### src/rtl/mips_isa_pkg.sv
// mips_isa_pkg
// Shared ISA constants for the single-cycle MIPS core and its program
// loader: instruction-kind codes used by the encoder request interface,
// primary opcodes, R-type function codes, the text-segment base address
// and the encoder FSM state type.
package mips_isa_pkg;

    // Instruction kinds accepted by instr_encoder; codes 10..15 are illegal.
    localparam logic [3:0] KIND_ADDU = 4'd0;
    localparam logic [3:0] KIND_SUBU = 4'd1;
    localparam logic [3:0] KIND_ORI  = 4'd2;
    localparam logic [3:0] KIND_SW   = 4'd3;
    localparam logic [3:0] KIND_LW   = 4'd4;
    localparam logic [3:0] KIND_BEQ  = 4'd5;
    localparam logic [3:0] KIND_LUI  = 4'd6;
    localparam logic [3:0] KIND_JAL  = 4'd7;
    localparam logic [3:0] KIND_JR   = 4'd8;
    localparam logic [3:0] KIND_NOP  = 4'd9;

    // Primary opcodes (instr[31:26]).
    localparam logic [5:0] OP_SPECIAL = 6'b000000;
    localparam logic [5:0] OP_ORI     = 6'b001101;
    localparam logic [5:0] OP_LW      = 6'b100011;
    localparam logic [5:0] OP_SW      = 6'b101011;
    localparam logic [5:0] OP_BEQ     = 6'b000100;
    localparam logic [5:0] OP_LUI     = 6'b001111;
    localparam logic [5:0] OP_JAL     = 6'b000011;

    // Function codes for OP_SPECIAL (instr[5:0]).
    localparam logic [5:0] FUNC_ADDU = 6'b100001;
    localparam logic [5:0] FUNC_SUBU = 6'b100011;
    localparam logic [5:0] FUNC_JR   = 6'b001000;

    // Byte address of instruction-memory word 0.
    localparam logic [31:0] TEXT_BASE = 32'h0000_3000;

    // Loader FSM states.
    typedef enum logic [1:0] {
        S_IDLE  = 2'd0,
        S_WRITE = 2'd1,
        S_FULL  = 2'd2
    } enc_state_e;

endpackage

### src/rtl/instr_pack.sv
// instr_pack
// Combinational field packer: maps an instruction kind plus its decoded
// fields to the 32-bit MIPS machine word. Fields a kind does not use are
// dropped (zero in the word), never passed through.
//   kind_i    instruction kind (KIND_* codes)
//   rs_i/rt_i/rd_i  register fields
//   imm_i     16-bit immediate / branch offset
//   target_i  26-bit jump target
//   word_o    packed instruction word (zero for illegal kinds)
//   illegal_o kind is outside the supported set
module instr_pack
    import mips_isa_pkg::*;
(
    input  logic [3:0]  kind_i,
    input  logic [4:0]  rs_i,
    input  logic [4:0]  rt_i,
    input  logic [4:0]  rd_i,
    input  logic [15:0] imm_i,
    input  logic [25:0] target_i,
    output logic [31:0] word_o,
    output logic        illegal_o
);

    always_comb begin
        word_o    = '0;
        illegal_o = 1'b0;
        case (kind_i)
            KIND_ADDU: word_o = {OP_SPECIAL, rs_i, rt_i, rd_i, 5'b0, FUNC_ADDU};
            KIND_SUBU: word_o = {OP_SPECIAL, rs_i, rt_i, rd_i, 5'b0, FUNC_SUBU};
            KIND_ORI:  word_o = {OP_ORI, rs_i, rt_i, imm_i};
            KIND_SW:   word_o = {OP_SW,  rs_i, rt_i, imm_i};
            KIND_LW:   word_o = {OP_LW,  rs_i, rt_i, imm_i};
            KIND_BEQ:  word_o = {OP_BEQ, rs_i, rt_i, imm_i};
            KIND_LUI:  word_o = {OP_LUI, 5'b0, rt_i, imm_i};
            KIND_JAL:  word_o = {OP_JAL, target_i};
            KIND_JR:   word_o = {OP_SPECIAL, rs_i, 15'b0, FUNC_JR};
            KIND_NOP:  word_o = '0;
            default:   illegal_o = 1'b1;
        endcase
    end

endmodule

### src/rtl/instr_encoder.sv
// instr_encoder
// Program loader: accepts one instruction per request as decoded fields,
// encodes it and writes the word into consecutive IM slots from BASE
// upward, holding each write until IM acknowledges it. Stops in FULL
// once DEPTH words are committed; only reset leaves FULL.
//   clk, reset          clock, synchronous active-low reset
//   in_valid/out_ready  request handshake (ready only in IDLE)
//   in_kind, in_rs, in_rt, in_rd, in_imm, in_target  instruction fields
//   in_IM_ack           IM has taken the presented write
//   out_IM_WE/addr/data IM write port, stable while WE is high
//   out_count           committed word count
//   out_full            DEPTH words committed
//   out_error           one-cycle pulse after an illegal kind is accepted
module instr_encoder
    import mips_isa_pkg::*;
#(
    parameter int unsigned DEPTH = 1024,
    parameter logic [31:0] BASE  = TEXT_BASE
)
(
    input  logic                       clk,
    input  logic                       reset,
    input  logic                       in_valid,
    output logic                       out_ready,
    input  logic [3:0]                 in_kind,
    input  logic [4:0]                 in_rs,
    input  logic [4:0]                 in_rt,
    input  logic [4:0]                 in_rd,
    input  logic [15:0]                in_imm,
    input  logic [25:0]                in_target,
    input  logic                       in_IM_ack,
    output logic                       out_IM_WE,
    output logic [31:0]                out_IM_addr,
    output logic [31:0]                out_IM_data,
    output logic [$clog2(DEPTH):0]     out_count,
    output logic                       out_full,
    output logic                       out_error
);

    localparam int unsigned CW = $clog2(DEPTH) + 1;

    enc_state_e    state_q, state_d;
    logic [CW-1:0] count_q, count_d;
    logic [31:0]   addr_q, addr_d;
    logic [31:0]   data_q, data_d;
    logic          err_q, err_d;

    logic [31:0]   pack_word;
    logic          pack_illegal;

    instr_pack u_pack (
        .kind_i    (in_kind),
        .rs_i      (in_rs),
        .rt_i      (in_rt),
        .rd_i      (in_rd),
        .imm_i     (in_imm),
        .target_i  (in_target),
        .word_o    (pack_word),
        .illegal_o (pack_illegal)
    );

    always_comb begin
        state_d = state_q;
        count_d = count_q;
        addr_d  = addr_q;
        data_d  = data_q;
        err_d   = 1'b0;
        case (state_q)
            S_IDLE: begin
                if (in_valid) begin
                    if (pack_illegal) begin
                        err_d = 1'b1;
                    end else begin
                        state_d = S_WRITE;
                        data_d  = pack_word;
                        addr_d  = BASE + (32'(count_q) << 2);
                    end
                end
            end
            S_WRITE: begin
                if (in_IM_ack) begin
                    count_d = count_q + 1'b1;
                    // Compare the pre-increment count so the check stays in CW bits.
                    state_d = (count_q == CW'(DEPTH - 1)) ? S_FULL : S_IDLE;
                end
            end
            S_FULL: begin
                state_d = S_FULL;
            end
            default: begin
                state_d = S_IDLE;
            end
        endcase
    end

    always_ff @(posedge clk) begin
        if (!reset) begin
            state_q <= S_IDLE;
            count_q <= '0;
            addr_q  <= BASE;
            data_q  <= '0;
            err_q   <= 1'b0;
        end else begin
            state_q <= state_d;
            count_q <= count_d;
            addr_q  <= addr_d;
            data_q  <= data_d;
            err_q   <= err_d;
        end
    end

    assign out_ready   = (state_q == S_IDLE);
    assign out_IM_WE   = (state_q == S_WRITE);
    assign out_full    = (state_q == S_FULL);
    assign out_IM_addr = addr_q;
    assign out_IM_data = data_q;
    assign out_count   = count_q;
    assign out_error   = err_q;

endmodule

### config.mk
export PLATFORM = sky130hd
export DESIGN_NAME = instr_encoder
export DESIGN_NICKNAME = d
export VERILOG_FILES = /design/src/rtl/mips_isa_pkg.sv /design/src/rtl/instr_pack.sv /design/src/rtl/instr_encoder.sv
export SDC_FILE = /design/constraint.sdc
export NUM_CORES = 1
export LEC_CHECK = 0
export CAP_MARGIN = 20
export CORE_ASPECT_RATIO = 1.5
export CORE_MARGIN = 2
export CORE_UTILIZATION = 37
export DETAILED_ROUTE_END_ITERATION = 10
export PLACE_DENSITY = 0.83
export REMOVE_ABC_BUFFERS = 1
export SYNTH_ARGS = -nofsm -noshare
export SYNTH_HDL_FRONTEND = slang
export SYNTH_HIERARCHICAL = 1
export SYNTH_SLANG_ARGS = --single-unit
### constraint.sdc
create_clock -name clk -period 1.7 [get_ports clk]
set_input_delay 0.34 -clock clk [delete_from_list [all_inputs] [get_ports clk]]
set_output_delay 0.34 -clock clk [all_outputs]
set_load 0.1 [all_outputs]
* Yosys cells after proc, flatten, opt, wreduce, memory -nomap -nowiden
Index checks and enable logic that the tools add are counted.
Word-level totals: output and inout port bits 79, register bits after elaboration 78, input port bits 65
Operators by class: equal/unequal tests 15, multiplexer cells 7, $add $sub $neg 2, reductions and logical operators 7
Operator list (number):
- $pmux 32 s9 | 1
- $eq 4x3->1 const B | 4
- $add 14x13->15 const A | 1
- $add 11x1->11 const B | 1
- $eq 11x10->1 const B | 1
- $reduce_or 10->1 | 1
- $reduce_and 3->1 | 3
- $eq 4x2->1 const B | 2
- $eq 4x4->1 const B | 2
- $mux 2 | 4
- $ne 2x2->1 const B | 3
- $pmux 2 s3 | 1
- $eq 4x1->1 const B | 1
- $logic_not 4->1 | 1
- $eq 2x1->1 const B | 1
- $eq 2x2->1 const B | 1
- $logic_not 2->1 | 1
- $reduce_and 2->1 | 1
- $mux 1 | 1

* Logic depth before layout (Yosys ltp)
word-level depth 5, mapped depth 8, gate-level depth less buffers 5

* Modules after synthesis
Netlist, hierarchy kept.
By module, submodules not included:
- instr_encoder | sequential area each 1161.1 um2, instances 1, cells each 284, area each 2384.8 um2
- instr_pack | sequential area each 0.0 um2, instances 1, cells each 73, area each 540.5 um2

* Worst setup path after synthesis
Ideal clock, no wire load.
kind register -> register, from reg state_q[0], to reg state_q[0], data arrival time 2.177 ns, buffers on the path 1, setup time 0.068 ns, setup slack -0.546 ns, stages on the path, launching flop included 5, cells stage by stage dfxtp_1 > buf_6 > nor2b_1 > nand2b_1 > a21oi_2
On the way: longest elaborated chain between the ends 3
RTL lines:
- start: declaration | RTL line instr_encoder.sv:42 | enc_state_e state_q, state_d;
- start signal: assignment | RTL line instr_encoder.sv:104 | state_q <= state_d;
- $eq 2x1->1 (*)
- named net out_IM_WE | RTL line instr_encoder.sv:32 | output logic out_IM_WE,
- $ne 2x2->1 (no source line)
- $reduce_and 3->1 (no source line)
Mark *: on every way through the listed nets, which the timed path passes. The rest lies on a longest branch. A chain may end at the register's enable or synchronous reset.

* Final worst setup path
from reg state_q[1], to out out_full
On the way: longest elaborated chain between the ends 1
RTL lines:
- $eq 2x2->1 | RTL line instr_encoder.sv:114 | assign out_full = (state_q == S_FULL);
- end: declaration | RTL line instr_encoder.sv:36 | output logic out_full,
Every way passes these cells.

==> flow_results.org <==
** Synth
- For this run, the register share of the synthesized area comes to 39.7%.
- Dominant synthesized flop cell :: dfxtp_1
- Yosys printed 6 warnings.
- The synthesized design contains 0 enable-type register cells.
- After synthesis, the mean cell area works out to 8.19 µm².
- Yosys mapped the design onto between 40 and 50 distinct sky130hd cell types.
- Area of the mapped netlist :: 0.00293 mm²
- In this run, synthesis produced a sequential element count of 58.
- Synthesis handed over a netlist of 357 instances.
- Counting flops with an async set or reset pin after synthesis yields a share of 0%.

** Status
- The run finished with clean final reports.

** Worst setup path
- Beginning of the worst register-to-register path :: state_q[1]$_SDFFE_PN0P_
- CP arrival :: between 1 and 1.5 ns
- Register-to-Register Path Depth :: 4
- The endpoint identified for the worst register-to-register timing path is out_count[6]$_SDFFE_PN0P_.
- Type of destination of the critical path :: output pin
- Setup slack on the worst reg-to-reg path comes out at about 0.17 ns.
- The worst setup path is of the register to output pin kind.
- At the worst endpoint, the required time is 1.36 ns.
- Maximum fanout encountered on the critical timing path :: 8
- Kind of launch point of the worst setup path :: register

** Cells and area
- After filler insertion, the fill cell instance count of the layout stands at 562.
- Share of the core filled with cells :: 69.6%
- Leading cell types in the layout, fill and taps excluded :: nand2_1 (94), buf_12 (64), clkdlybuf4s50_1 (60)
- Relative to the synthesized area, the layout overhead comes to 82.2%.
- The post-route netlist has around a quarter of its cells at a drive strength greater than 1.
- The net count of the finished layout is 565.
- Leaving out fill and tap cells, the most frequent cell in the layout is nand2_1.
- The repair_antennas step left the layout with diodes totalling 0.

** Worst hold path
- The worst hold path belongs to the class register to register.
- The worst hold path begins at out_IM_data[17]$_SDFFE_PN0P_.
- Endpoint of the worst hold path :: out_IM_data[17]$_SDFFE_PN0P_
- Worst hold path stage count :: 2

** Drt
- In this run, the number of DRC markers left after iteration 0 of detailed routing was 143.
- Summing over every cut layer, the via total after detailed routing is between 3k and 4k.
- The pre-antenna-repair detailed-routing pass consisted of 4 iterations.
- After detailed routing, the number of remaining DRC violations is 0.
- Uppermost routed layer :: met4
- In the detailed route, the total length drawn on met2 is about 5.4 mm.
- Post-DRT Antenna Nets :: 0
- After detailed routing, the wire length on met1 is about 3.5 mm.
- Met3 Routed Length :: 536 µm
- Routed len/inst :: 15.9 µm
- The final layout contains routed wiring with a total length of 9.64 mm.
- Routed vias/inst :: ~5.0

** Global route
- Initial antenna violation count :: 0
- The total overflow left after global routing is 0.
- Number of global-route vias before repair :: 3,046
- Global-route wire length before repair :: 15.4 mm
- Tot GR Track Use :: 22.7%
- Pin count of the biggest net entering global routing :: 28

** Timing
- The final count of pins violating max slew came to 0.
- Endpoints failing hold :: 0
- In the post-route analysis, the smallest setup slack over all paths is 0.0355 ns.
- # setup viols final :: 0
- Period Utilization, post-route :: 97.9%
- Worst clock skew :: 0.00613 ns
- Unrepaired setup endpoints after global routing :: no
- For this run, the top clock speed supported by timing is 0.601 GHz.
- The worst path in the final design needs a cycle of 1.66 ns, including I/O delays and setup.

** Clocking
- The clock passes through at most 2 buffers.
- The root buffer cell chosen for the clock tree is clkbuf_16.
- Worst skew pair latency :: 0.32 ns
- For this design, the CTS-stage hold fixing added 0 buffers.
- TritonCTS built the clock tree.
- Clock transition at the register clock pins on the worst setup and hold paths after CTS :: 0.05 ns
- TritonCTS created 9 clock buffers.
- Clock Sinks :: 58
- The H-tree was split into 3 levels.

** Die
- Die Outline Area :: between 0.008 and 0.009 mm²
- Vertical die dimension :: 113 µm
- Cell row count :: 39
- Number of top-level pins :: 144
- The region available for standard cell placement spans 0.00766 mm².
- Starting Density :: a little under two fifths
- Die span in x :: approximately 77 µm

** Power and ir drop
- In this run the static leakage power is 2.13 nW.
- Pwr Density :: 799 mW/mm²
- Peak supply drop :: around 610 µV

** Flow run
- Across the run, the number of max-cap violations was 0.

** Placed design
- Port buffer count :: 124
- Worst slack, placed :: -0.520 ns
- Routability congestion estimate from global placement :: 0.818
- HPWL reported at the end of detailed placement :: slightly below 7 mm
[stage by stage]
step           power (W)  instances  TNS (ns)  hold slack, ns  area, µm²
4_1_cts          0.00428        605   -0.0570           0.490       5280
2_1_floorplan    0.00208        331    -16.89           0.405       2680
5_1_grt          0.00440        606         0           0.507       5330
6_report         0.00426        606         0           0.489       5330
3_3_place_gp     0.00253        585    -18.78           0.480       4910
3_5_place_dp     0.00254        585    -20.11           0.483       4910
[power breakdown]
group          total, W  switching [W]  internal [W]
combinational   0.00114       0.000706      0.000435
sequential      0.00143      0.0000369       0.00140
clock           0.00168       0.000586       0.00110
total           0.00426        0.00133       0.00293
[worst max path at each step]
stage                            start                      endpoint  slack (ns)  depth (start not counted)
6_report       state_q[1]$_SDFFE_PN0P_                      out_full        0.04                          3
2_1_floorplan  state_q[0]$_SDFFE_PN0P_       state_q[0]$_SDFFE_PN0P_       -0.66                          3
4_1_cts                     in_kind[1]  out_IM_data[23]$_SDFFE_PN0P_       -0.04                          8
5_1_grt        state_q[0]$_SDFFE_PN0P_                     out_IM_WE        0.01                          3
3_3_place_gp                in_kind[1]  out_IM_data[11]$_SDFFE_PN0P_       -0.46                          7
3_5_place_dp                in_kind[1]  out_IM_data[11]$_SDFFE_PN0P_       -0.52                          7
[flip-flops by register name (all words and copies together) (netlist names)]
signal / count
state_q: 2
out_IM_addr: 12
out_IM_data: 32
out_count: 11
out_error: 1
[area by class of cell]
type	instances	area (µm²)	area share, %
sequential	58	1160	21.8
inverter	5	18.8	0.352
timing repair buffer	157	2210	41.6
clock buffer	14	274	5.14
tap	102	128	2.39
multi-input combinational	268	1520	28.6
clock inverter	2	10.0	0.188
[logic make-up after synthesis]
kind of cell               count (synthesis)  share of synthesized area, %
and+or+nand+nor                          145                          24.5
muxes                                     11                          3.85
other                                      2                         0.257
DFF                                       58                          39.7
AOI/OAI and AO/OA                         89                          19.2
xor gates and xnor gates                   2                         0.599
buffers and inverters                     49                          11.5
adders and majority gates                  1                         0.428
[what timing repair did]
item	4_1_cts	5_1_grt
buffers inserted	2	0
pin swaps	2	3
gates resized for setup	8	9
endpoints found under the setup margin	46	42
endpoints found under the hold margin	0	0
gates cloned	2	1
[worst max-delay path, stage by stage (launching register included)]
cell and delay (ns):
dfxtp_1 0.37, buf_4 0.19, nor2b_2 0.24, buf_12 0.20
[cells in the mapped netlist, types with 2 or more instances]
cell       n  area share, %
nor2_1    13            1.7
buf_2      7            1.2
buf_4     22            5.6
o21a_1     2           0.51
a21oi_1   54            9.2
nand2b_1   4           0.86
clkbuf_1   7           0.90
conb_1     2           0.26
xor2_1     2           0.60
mux2i_1    9            3.1
nor2b_1    2           0.43
dfxtp_1   58             40
nand2_1   94             12
a22o_1    12            3.6
nand3b_1   4            1.0
o31ai_1    4            1.0
or3_1      2           0.43
or4_1      4            1.0
buf_6      8            3.1
mux2_2     2           0.77
o21ai_0    4           0.68
a221o_1    7            2.4
inv_1      4           0.51
and2_1     6            1.3
o22ai_1    2           0.43
nor4_1     3           0.64
nand3_1    2           0.34
[metal layers]
layer | global-route usage, % | vias up
li1 | - | 1474
met3 | 5.50 | 15
met5 | 0 | -
met2 | 44.0 | 128
met4 | 9.58 | 0
met1 | 22.9 | 1441
No activity file was read; power rests on OpenSTA's default activity.
